===== config.mk =====
export PLATFORM = sky130hd
export DESIGN_NAME = lift_scheduler
export DESIGN_NICKNAME = d
export VERILOG_FILES = /design/src/rtl/lift_scheduler.sv
export SDC_FILE = /design/constraint.sdc
export NUM_CORES = 1
export LEC_CHECK = 0
export BUFFER_PORTS_ARGS = -buffer_cell sky130_fd_sc_hd__buf_2
export CAP_MARGIN = 20
export CORE_MARGIN = 2
export CORE_UTILIZATION = 59
export CTS_CLUSTER_DIAMETER = 60
export DETAILED_ROUTE_END_ITERATION = 12
export PLACE_DENSITY = 0.83
export RECOVER_POWER = 100
export SYNTH_ARGS = -nofsm -noshare
export SYNTH_HDL_FRONTEND = slang
export SYNTH_SLANG_ARGS = --single-unit

===== constraint.sdc =====
create_clock -name CLK -period 6.3 [get_ports CLK]
set_input_delay 0.63 -clock CLK [delete_from_list [all_inputs] [get_ports CLK]]
set_output_delay 0.63 -clock CLK [all_outputs]
set_load 0.02 [all_outputs]

===== src/rtl/lift_scheduler.sv =====
// Three-floor lift controller with collective up/down scan.
// All state changes on the falling clock edge; reset is asynchronous and active low.
module lift_scheduler #(
  parameter int unsigned TRAVEL_CYC = 4,
  parameter int unsigned DOOR_CYC   = 3
) (
  input  logic       CLK,
  input  logic       RES,
  input  logic [2:0] call_req,
  input  logic [2:0] car_req,
  output logic [1:0] floor_out,
  output logic       moving,
  output logic       dir_up,
  output logic       dir_dn,
  output logic       door_open,
  output logic [2:0] pending
);

  localparam logic [1:0] IDLE    = 2'd0;
  localparam logic [1:0] MOVE_UP = 2'd1;
  localparam logic [1:0] MOVE_DN = 2'd2;
  localparam logic [1:0] DOOR    = 2'd3;

  localparam logic [3:0] TravelLast = 4'(TRAVEL_CYC - 1);
  localparam logic [3:0] DoorLast   = 4'(DOOR_CYC - 1);

  logic [1:0] state_q, state_d;
  logic [1:0] floor_q, floor_d;
  logic [2:0] pend_q, pend_d;
  logic [3:0] cnt_q, cnt_d;
  logic       last_up_q, last_up_d;

  logic [2:0] req;
  logic [2:0] p_all;
  logic [1:0] nfloor;
  logic [1:0] nxt;
  logic       decide_now;

  function automatic logic [2:0] fbit(input logic [1:0] f);
    return 3'b001 << f;
  endfunction

  function automatic logic above(input logic [2:0] p, input logic [1:0] f);
    unique case (f)
      2'd0:    return p[2] | p[1];
      2'd1:    return p[2];
      default: return 1'b0;
    endcase
  endfunction

  function automatic logic below(input logic [2:0] p, input logic [1:0] f);
    unique case (f)
      2'd2:    return p[1] | p[0];
      2'd1:    return p[0];
      default: return 1'b0;
    endcase
  endfunction

  // Stop here if wanted, else prefer last direction, else reverse, else rest.
  function automatic logic [1:0] decide(input logic [2:0] p, input logic [1:0] f,
                                        input logic up);
    logic a;
    logic b;
    a = above(p, f);
    b = below(p, f);
    if ((p & fbit(f)) != 3'b000) return DOOR;
    else if (up && a)            return MOVE_UP;
    else if (!up && b)           return MOVE_DN;
    else if (a)                  return MOVE_UP;
    else if (b)                  return MOVE_DN;
    else                         return IDLE;
  endfunction

  always_comb begin
    req        = call_req | car_req;
    p_all      = pend_q | req;
    state_d    = state_q;
    floor_d    = floor_q;
    cnt_d      = cnt_q;
    last_up_d  = last_up_q;
    pend_d     = p_all;
    nfloor     = floor_q;
    nxt        = IDLE;
    decide_now = 1'b0;

    case (state_q)
      IDLE: begin
        decide_now = 1'b1;
      end
      MOVE_UP, MOVE_DN: begin
        if (cnt_q == TravelLast) begin
          nfloor  = (state_q == MOVE_UP) ? floor_q + 2'd1 : floor_q - 2'd1;
          floor_d = nfloor;
          cnt_d   = 4'd0;
          if ((p_all & fbit(nfloor)) != 3'b000) begin
            state_d = DOOR;
            pend_d  = p_all & ~fbit(nfloor);
          end else if ((state_q == MOVE_UP) ? above(p_all, nfloor)
                                            : below(p_all, nfloor)) begin
            state_d = state_q;
          end else begin
            state_d = IDLE;
          end
        end else begin
          cnt_d = cnt_q + 4'd1;
        end
      end
      default: begin
        // A call for the open floor holds the door rather than queueing a revisit.
        pend_d = p_all & ~fbit(floor_q);
        if ((req & fbit(floor_q)) != 3'b000) begin
          cnt_d = 4'd0;
        end else if (cnt_q == DoorLast) begin
          decide_now = 1'b1;
        end else begin
          cnt_d = cnt_q + 4'd1;
        end
      end
    endcase

    if (decide_now) begin
      nxt     = decide(p_all, floor_q, last_up_q);
      state_d = nxt;
      cnt_d   = 4'd0;
      if (nxt == DOOR)    pend_d    = p_all & ~fbit(floor_q);
      if (nxt == MOVE_UP) last_up_d = 1'b1;
      if (nxt == MOVE_DN) last_up_d = 1'b0;
    end
  end

  always_ff @(negedge CLK or negedge RES) begin
    if (!RES) begin
      state_q   <= IDLE;
      floor_q   <= 2'd0;
      pend_q    <= 3'b000;
      cnt_q     <= 4'd0;
      last_up_q <= 1'b1;
    end else begin
      state_q   <= state_d;
      floor_q   <= floor_d;
      pend_q    <= pend_d;
      cnt_q     <= cnt_d;
      last_up_q <= last_up_d;
    end
  end

  assign floor_out = floor_q;
  assign pending   = pend_q;
  assign dir_up    = (state_q == MOVE_UP);
  assign dir_dn    = (state_q == MOVE_DN);
  assign moving    = dir_up | dir_dn;
  assign door_open = (state_q == DOOR);

endmodule


# --- Word level (Yosys, flattened, before mapping) ---
# Cells that the tools add are included.
word_totals:
  regBits: 12
  elab_cells: 94
  out_inout_bits: 9
  in_bits: 8
classes:
  reduce_logical: 17
  eq_ne: 15
  mux: 40
  addsub: 3
  bitwise: 12
  shift: 2
op_table:
  columns: ["op", "n"]
  rows:
  - ["$mux 2", 12]
  - ["$mux 4", 4]
  - ["$and 3x3->3", 5]
  - ["$mux 1", 13]
  - ["$eq 2x2->1 const B", 6]
  - ["$mux 3", 4]
  - ["$pmux 1 s2", 5]
  - ["$reduce_bool 3->1", 3]
  - ["$eq 2x1->1 const B", 4]
  - ["$eq 4x2->1 const B", 2]
  - ["$pmux 4 s2", 1]
  - ["$logic_not 2->1", 3]
  - ["$not 3->3", 2]
  - ["$or 3x3->3", 2]
  - ["$pmux 3 s2", 1]
  - ["$reduce_and 2->1", 3]
  - ["$reduce_bool 2->1", 3]
  - ["$shl 1x2->3 const A", 2]
  - ["$add 4x1->4 const B", 1]
  - ["$ne 4x3->1 const B", 1]
  - ["$ne 3x3->1 const B", 1]
  - ["$or 1x1->1", 3]
  - ["$reduce_and 3->1", 1]
  - ["$add 2x1->2 const B", 1]
  - ["5 further kinds", 6]

# --- Longest topological paths before layout ---
# Gate-level depths: netlist (run 1).
depth:
  word_depth: 15
  ltp_mapped: 10
  depth_no_buf: 10

==> results of run 1 <==
[where the power goes]
part | total [mW] | switching (mW) | internal (mW)
Combinational | 0.470 | 0.288 | 0.183
Sequential | 0.164 | 0.0442 | 0.120
Clock | 0.0529 | 0.0291 | 0.0238
[per-stage QoR]
stage | setup slack, ns | hold WS (ns) | power [mW] | util
6_report | 0.803 | 0.516 | 0.687 | 0.675
5_1_grt | 0.612 | 0.558 | 0.760 | 0.675
4_1_cts | 0.862 | 0.531 | 0.695 | 0.687
3_5_place_dp | 0.573 | 0.532 | 0.642 | 0.672
3_3_place_gp | 0.616 | 0.483 | 0.633 | 0.672
2_1_floorplan | 0.760 | 0.511 | 0.527 | -
[worst max-delay path: cells and delay by family]
family | cells | cell delay [ns]
AO/OA/AOI/OAI | 4 | 1.14
adder cells (fa/ha/maj) | 1 | 0.19
buffers and inverters | 2 | 0.19
AND/OR/NAND/NOR | 1 | 0.47
[state kept, by name, summed over array words and instances (netlist names)]
signal     cells
state_q        2
last_up_q      1
floor_out      2
cnt_q          4
pending        3
[layout make-up]
class | count | area [µm²] | area share
sequential | 12 | 302 | 0.265
timing repair buffer | 16 | 65.1 | 0.0571
clock buffer | 3 | 22.5 | 0.0198
tap | 17 | 21.3 | 0.0187
clock inverter | 2 | 7.51 | 0.00659
multi-input combinational | 89 | 669 | 0.587
inverter | 14 | 52.6 | 0.0461
[kinds of logic (layout without fill, tap and decap cells)]
kind of cell / Yosys count / count (layout) / synth area share
xor gates and xnor gates: 2 / 2 / 0.0168
buffers and inverters: 17 / 35 / 0.0624
DFF: 12 / 12 / 0.289
and+or+nand+nor: 32 / 32 / 0.175
adders and majority gates: 14 / 14 / 0.168
AOI/OAI and AO/OA: 41 / 41 / 0.288
[cells in the final DEF, fill, tap and decap left out, types with 2 or more instances in the layout]
| master | synthesis | layout |
|---|---|---|
| a211oi_1 | 2 | 2 |
| a21oi_1 | 5 | 5 |
| a221oi_1 | 3 | 3 |
| a22oi_1 | 2 | 2 |
| a31oi_1 | 2 | 3 |
| buf_2 | 1 | 4 |
| clkbuf_1 | 1 | 12 |
| clkbuf_4 | 0 | 3 |
| dfrtn_1 | 11 | 11 |
| ha_1 | 14 | 14 |
| inv_1 | 15 | 15 |
| nand2_1 | 5 | 5 |
| nand2b_1 | 2 | 2 |
| nand3_1 | 4 | 4 |
| nand4_1 | 2 | 2 |
| nor2_1 | 5 | 5 |
| nor3_1 | 3 | 3 |
| o21ai_0 | 9 | 9 |
| o41ai_1 | 2 | 2 |
| or3_1 | 4 | 4 |
[routing by layer]
layer,share of wire,GRT usage,vias to the layer above
li1,-,-,483
met1,0.49,0.365,470
met2,0.44,0.358,36
met3,0.061,0.0357,2
met4,0.0073,0.0743,0
met5,0,0,-
[final timing paths]
kind                       cells past startpoint                     start                       end  slack, ns
max                                            8                car_req[2]      pending[0]$_DFF_NN0_       0.80
min in group asynchronous                      1                       RES      pending[1]$_DFF_NN0_       3.38
max reg2reg                                    9  floor_out[0]$_DFFE_NN0P_      pending[0]$_DFF_NN0_       3.79
max in group asynchronous                      1                       RES     last_up_q$_DFFE_NN1P_       2.45
min                                            2  floor_out[1]$_DFFE_NN0P_  floor_out[1]$_DFFE_NN0P_       0.52
min reg2reg                                    2  floor_out[1]$_DFFE_NN0P_  floor_out[1]$_DFFE_NN0P_       0.52
==> reports/results.tsv, run 1 <==
stage	metric	value	unit
cts	cts_setup_buffers	0	
cts	cts_tree	yes	
placed_design	numPortBuffers	16	
placed_design	place_hpwl	1850	µm
timing	grt_setup_unrepaired	false	
power_and_ir_drop	vdd_drop_max	0.349	mV
timing	worst_slew_pin_slew	0.657	ns
cts	numCtsBuffers	3	
logic_synthesis	synth_top_area_share	0.264	
timing	final-setup-viol-count	0	
run_status	outcome	completed	
timing	skew	0.0554	ns
global_route	track_usage	0.244	
floorplanning	start_util	0.617	
cts	cts_resized	0	
floorplanning	core-area	1690	µm²
detailed_routing	ant_nets	0	
cts	clockBufferDepth	2	
global_route	grt_first_pass_wirelength	3760	µm
timing	relSlewSlack	0.562	
placed_design	placed_cell_area	1130	µm²
logic_synthesis	seq_area_frac_synth	0.289	
hold_path	hold_class	flop to flop	
setup_path	cp_cell_sequence	clkbuf_1, or3_1, a221o_1, a31oi_1, inv_1, ha_1, a21o_1, a221oi_1	
final_layout	instances_no_fill	153	
detailed_routing	routed_via_density	6.48	
logic_synthesis	ys_types	45	
timing	tns	0	ns
floorplanning	ioPinCount	17	
floorplanning	rows	15	
placed_design	dp_cells	149	
setup_path	required	3.43	ns
placed_design	routabilityCongestion	0.914	
cts	htree_levels	1	
logic_synthesis	synthTopCellsByCount	inv_1, ha_1, dfrtn_1	
global_route	grt-ovfl-total	0	
setup_path	max_stage_delay	0.47	ns
floorplanning	die_x	46.0	µm
final_layout	nNetsFinal	159	
logic_synthesis	synth_nets	140	
cts	root_buffer	clkbuf_4	
global_route	grt_pass1_vias	862	
logic_synthesis	ys_ff_latch	12	
detailed_routing	routed_wl	2330	µm
final_layout	fillerInstances	157	
setup_path	worstPathMaxFanout	6	
logic_synthesis	synth_cells	118	
logic_synthesis	synth_edf_count	0	
setup_path	critical_path_arrival	2.62	ns
setup_path	crit_type	input port to flop	
logic_synthesis	synth_top_cell_by_area	dfrtn_1	
floorplanning	die_y	46.0	µm
floorplanning	dieArea	2120	µm²
setup_path	crit_path_end_kind	flop	
final_layout	diodes	0	
logic_synthesis	synthArstFlopShare	1.00	
detailed_routing	firstDrtPassIters	5	
power_and_ir_drop	p_leak	0.505	nW
global_route	grt_max_degree	13	
logic_synthesis	synth_area	1040	µm²
flow_run	drv_cap	0	
timing	slew_viol_final	0	
logic_synthesis	synthFlopType	dfrtn_1	
final_layout	fin_area	1140	µm²
logic_synthesis	yosysMostFrequentCell	inv_1	
final_layout	area_delta_synth_final	9.36	%
detailed_routing	wl_per_cell	15.3	µm
logic_synthesis	synth_area_leaders	dfrtn_1, ha_1, inv_1	
global_route	antenna_found_initial	0	
detailed_routing	route.detailed.drc	0	
power_and_ir_drop	powerDensity	603	nW/µm²
timing	hold_viol	0	
setup_path	crit_slowest_cell	or3_1	
cts	worstSkewPairLatency	0.33	ns
logic_synthesis	avgSynthCellArea	8.83	µm²
final_layout	drive_gt1_frac	0.0882	
cts	clkSinkCount	12	
detailed_routing	drt_iter0_drc	51	
logic_synthesis	ys_warn_count	0	
cts	clk_pin_slew	0.06	ns
detailed_routing	vias	991	
setup_path	worst_setup_path_start_kind	input port	
cts	cts_hold_buf	0	
No activity file was read; power rests on OpenSTA's default activity.
==> inputs of run 2 (changes only) <==
--- a/config.mk
+++ b/config.mk
@@ -5,12 +5,14 @@
 export SDC_FILE = /design/constraint.sdc
 export NUM_CORES = 1
 export LEC_CHECK = 0
+export ABC_AREA = 1
 export BUFFER_PORTS_ARGS = -buffer_cell sky130_fd_sc_hd__buf_2
 export CAP_MARGIN = 20
 export CORE_MARGIN = 2
-export CORE_UTILIZATION = 59
+export CORE_UTILIZATION = 60
 export CTS_CLUSTER_DIAMETER = 60
 export DETAILED_ROUTE_END_ITERATION = 12
+export GPL_TIMING_DRIVEN = 0
 export PLACE_DENSITY = 0.83
 export RECOVER_POWER = 100
 export SYNTH_ARGS = -nofsm -noshare
==> run 2 against run 1 <==
  * Sequential cell count is the same
  * Synthesized cell count grew 42%
  * First-iteration DRC count shrank 59%
  * Clock power grew 4.2%
  * Synthesized area grew 13%
  * Largest cell class unchanged
  * Largest power group unchanged
  * Highest routed layer unchanged
==> reports/results.tsv, run 2 <==
stage	metric	value	unit	change
timing	relSlewSlack	0.518		-0.0437
logic_synthesis	synth_edf_count	0		unchanged
timing	worst_slew_pin_slew	0.722	ns	+0.0656 ns
detailed_routing	route.detailed.drc	0		unchanged
detailed_routing	top_layer	met4		
setup_path	crit_type	flop to primary output		
placed_design	dp_worst_setup_slack	1.02	ns	+0.445 ns
logic_synthesis	ys_warn_count	0		unchanged
cts	worstSkewPairLatency	0.33	ns	about the same
timing	holdWs	0.475	ns	-0.0414 ns
floorplanning	die_x	48.3	µm	+5.0%
flow_run	drv_cap	0		unchanged
setup_path	required	5.67	ns	+2.24 ns
detailed_routing	drt_iter0_drc	21		-59%
cts	clockBufferDepth	2		unchanged
logic_synthesis	synthTopCellsByCount	nand2_1, inv_1, nand3_1		
global_route	grt_pass1_vias	1089		+26%
logic_synthesis	avgSynthCellArea	7.02	µm²	-20%
logic_synthesis	synth_area_leaders	dfrtn_1, ha_1, nand2_1		
final_layout	largest_reg_flops	4		unchanged
setup_path	ff2ff_setup_slack	4.04	ns	+0.25 ns
final_layout	final_common_cell	nand2_1		
power_and_ir_drop	p_leak	0.722	nW	+43%
detailed_routing	ant_nets	0		unchanged
logic_synthesis	ys_ff_latch	12		unchanged
cts	clkSinkCount	12		unchanged
cts	clk_pin_slew	0.06	ns	about the same
floorplanning	rows	16		+1
final_layout	mostFrequentLayoutCells	nand2_1, inv_1, nand3_1		
final_layout	largest_register	cnt_q		
hold_path	hold_class	flop to flop		
logic_synthesis	synth_area	1180	µm²	+13%
timing	tns	0	ns	unchanged
global_route	grt-ovfl-total	0		unchanged
floorplanning	start_util	0.620		+0.00336
cts	htree_levels	1		unchanged
logic_synthesis	seq_area_frac_synth	0.256		-0.0337
cts	cts_tree	yes		
cts	root_buffer	clkbuf_4		
placed_design	routabilityCongestion	0.877		-4.1%
final_layout	final_core_util	0.678		+0.00347
detailed_routing	vias	1106		+12%
setup_path	worst_setup_path_start_kind	flop		
power_and_ir_drop	powerDensity	611	nW/µm²	+1.3%
cts	cts_hold_buf	0		unchanged
detailed_routing	routed_via_density	5.14		-21%
setup_path	crit_path_end_kind	primary output		
cts	cts_resized	0		unchanged
timing	final-setup-viol-count	0		unchanged
cts	cts_setup_buffers	0		unchanged
floorplanning	ioPinCount	17		unchanged
logic_synthesis	yosysMostFrequentCell	nand2_1		
floorplanning	dieArea	2340	µm²	+10%
timing	grt_setup_unrepaired	false		
setup_path	worstPathMaxFanout	7		+1
run_status	outcome	completed		
timing	slew_viol_final	0		unchanged
detailed_routing	wl_per_cell	11.7	µm	-23%
detailed_routing	met2WireLength	1290	µm	+26%
logic_synthesis	synthFlopType	dfrtn_1		
logic_synthesis	ys_types	28		-38%
placed_design	dp_cells	211		+42%
timing	hold_viol	0		unchanged
detailed_routing	met1_length	1090	µm	-5.0%
logic_synthesis	synthArstFlopShare	1.00		unchanged
final_layout	area_delta_synth_final	9.33	%	about the same
power_and_ir_drop	vdd_drop_max	0.352	mV	+0.86%
timing	setup_slack	0.985	ns	+0.182 ns
final_layout	drive_gt1_frac	0.154		+0.0660
logic_synthesis	synth_cells	168		+42%
final_layout	instances_no_fill	215		+41%
detailed_routing	wl_met3	110	µm	-23%
detailed_routing	routed_wl	2520	µm	+7.8%
global_route	grt_first_pass_wirelength	4410	µm	+17%
global_route	track_usage	0.235		-0.00920
global_route	antenna_found_initial	0		unchanged
logic_synthesis	synth_top_cell_by_area	dfrtn_1		
detailed_routing	firstDrtPassIters	4		-1
cts	numCtsBuffers	3		unchanged
logic_synthesis	synth_top_area_share	0.233		-0.0308
global_route	grt_max_degree	13		unchanged
floorplanning	die_y	48.3	µm	+5.0%
placed_design	numPortBuffers	16		unchanged
floorplanning	core-area	1900	µm²	+13%
setup_path	critical_path_arrival	4.69	ns	+2.07 ns
final_layout	fillerInstances	184		+17%
timing	skew	0.0504	ns	-0.00499 ns
placed_design	place_hpwl	2020	µm	+9.0%
logic_synthesis	synth_nets	190		+36%
final_layout	diodes	0		unchanged
final_layout	nNetsFinal	211		+33%
## run 2: cell types whose count changed after synthesis, sizes merged, moves of 3 or more
cell	delta
a31oi	-3
nor2	+13
nand3	+17
inv	+15
nor3	-3
or3	-4
nand2	+44
o21ai	-4
## run 2: final timing paths
kind / start / depth (start not counted) / to
min in group asynchronous: RES / 1 / floor_out[0]$_DFFE_NN0P_
min reg2reg: last_up_q$_DFFE_NN1P_ / 2 / last_up_q$_DFFE_NN1P_
max: state_q[0]$_DFFE_NN0P_ / 3 / moving
min: last_up_q$_DFFE_NN1P_ / 2 / last_up_q$_DFFE_NN1P_
max in group asynchronous: RES / 1 / last_up_q$_DFFE_NN1P_
max reg2reg: floor_out[0]$_DFFE_NN0P_ / 12 / state_q[1]$_DFFE_NN0P_
## run 2: final cells by class
cell class,count,area (µm²),area share
Sequential cell,12,302,0.234
Inverter,30,115,0.0892
Tap cell,27,33.8,0.0262
Multi-Input combinational cell,124,738,0.572
Clock buffer,4,26.3,0.0204
Buffer,1,3.75,0.00291
Timing Repair Buffer,16,67.6,0.0524
Clock inverter,1,3.75,0.00291
## run 2: logic make-up after synthesis
family	after synthesis	share of synthesized area
buffers and inverters	32	0.104
xor gates and xnor gates	4	0.0297
DFF	12	0.256
and+or+nand+nor	93	0.388
AOI/OAI and AO/OA	13	0.0742
adders and majority gates	14	0.148
## run 2: stage by stage
| stage | area [µm²] | power, mW |
|---|---|---|
| final | 1290 | 0.788 |
| after global routing | 1290 | 0.874 |
| after CTS | 1320 | 0.808 |
| after detailed placement | 1290 | 0.752 |
| after global placement | 1290 | 0.736 |
| after floorplan | 1180 | 0.622 |
## run 2: critical path, stage by stage, from the launching register on
cell and delay, ns:
dfrtn_1 0.48, inv_1 0.09, ha_1 0.43, clkbuf_1 0.26
## run 2: layer usage
metal / global-route usage / up-vias
met2: 0.463 / 24
met3: 0.0216 / 5
li1: - / 569
met5: 0 / -
met1: 0.271 / 508
met4: 0.0571 / 0
## run 2: report_power, final
part / internal [mW] / switching, mW / total [mW] / leakage, nW
Clock: 0.0254 / 0.0297 / 0.0551 / 0.0203
Sequential: 0.117 / 0.0316 / 0.149 / 0.146
Combinational: 0.203 / 0.381 / 0.584 / 0.555
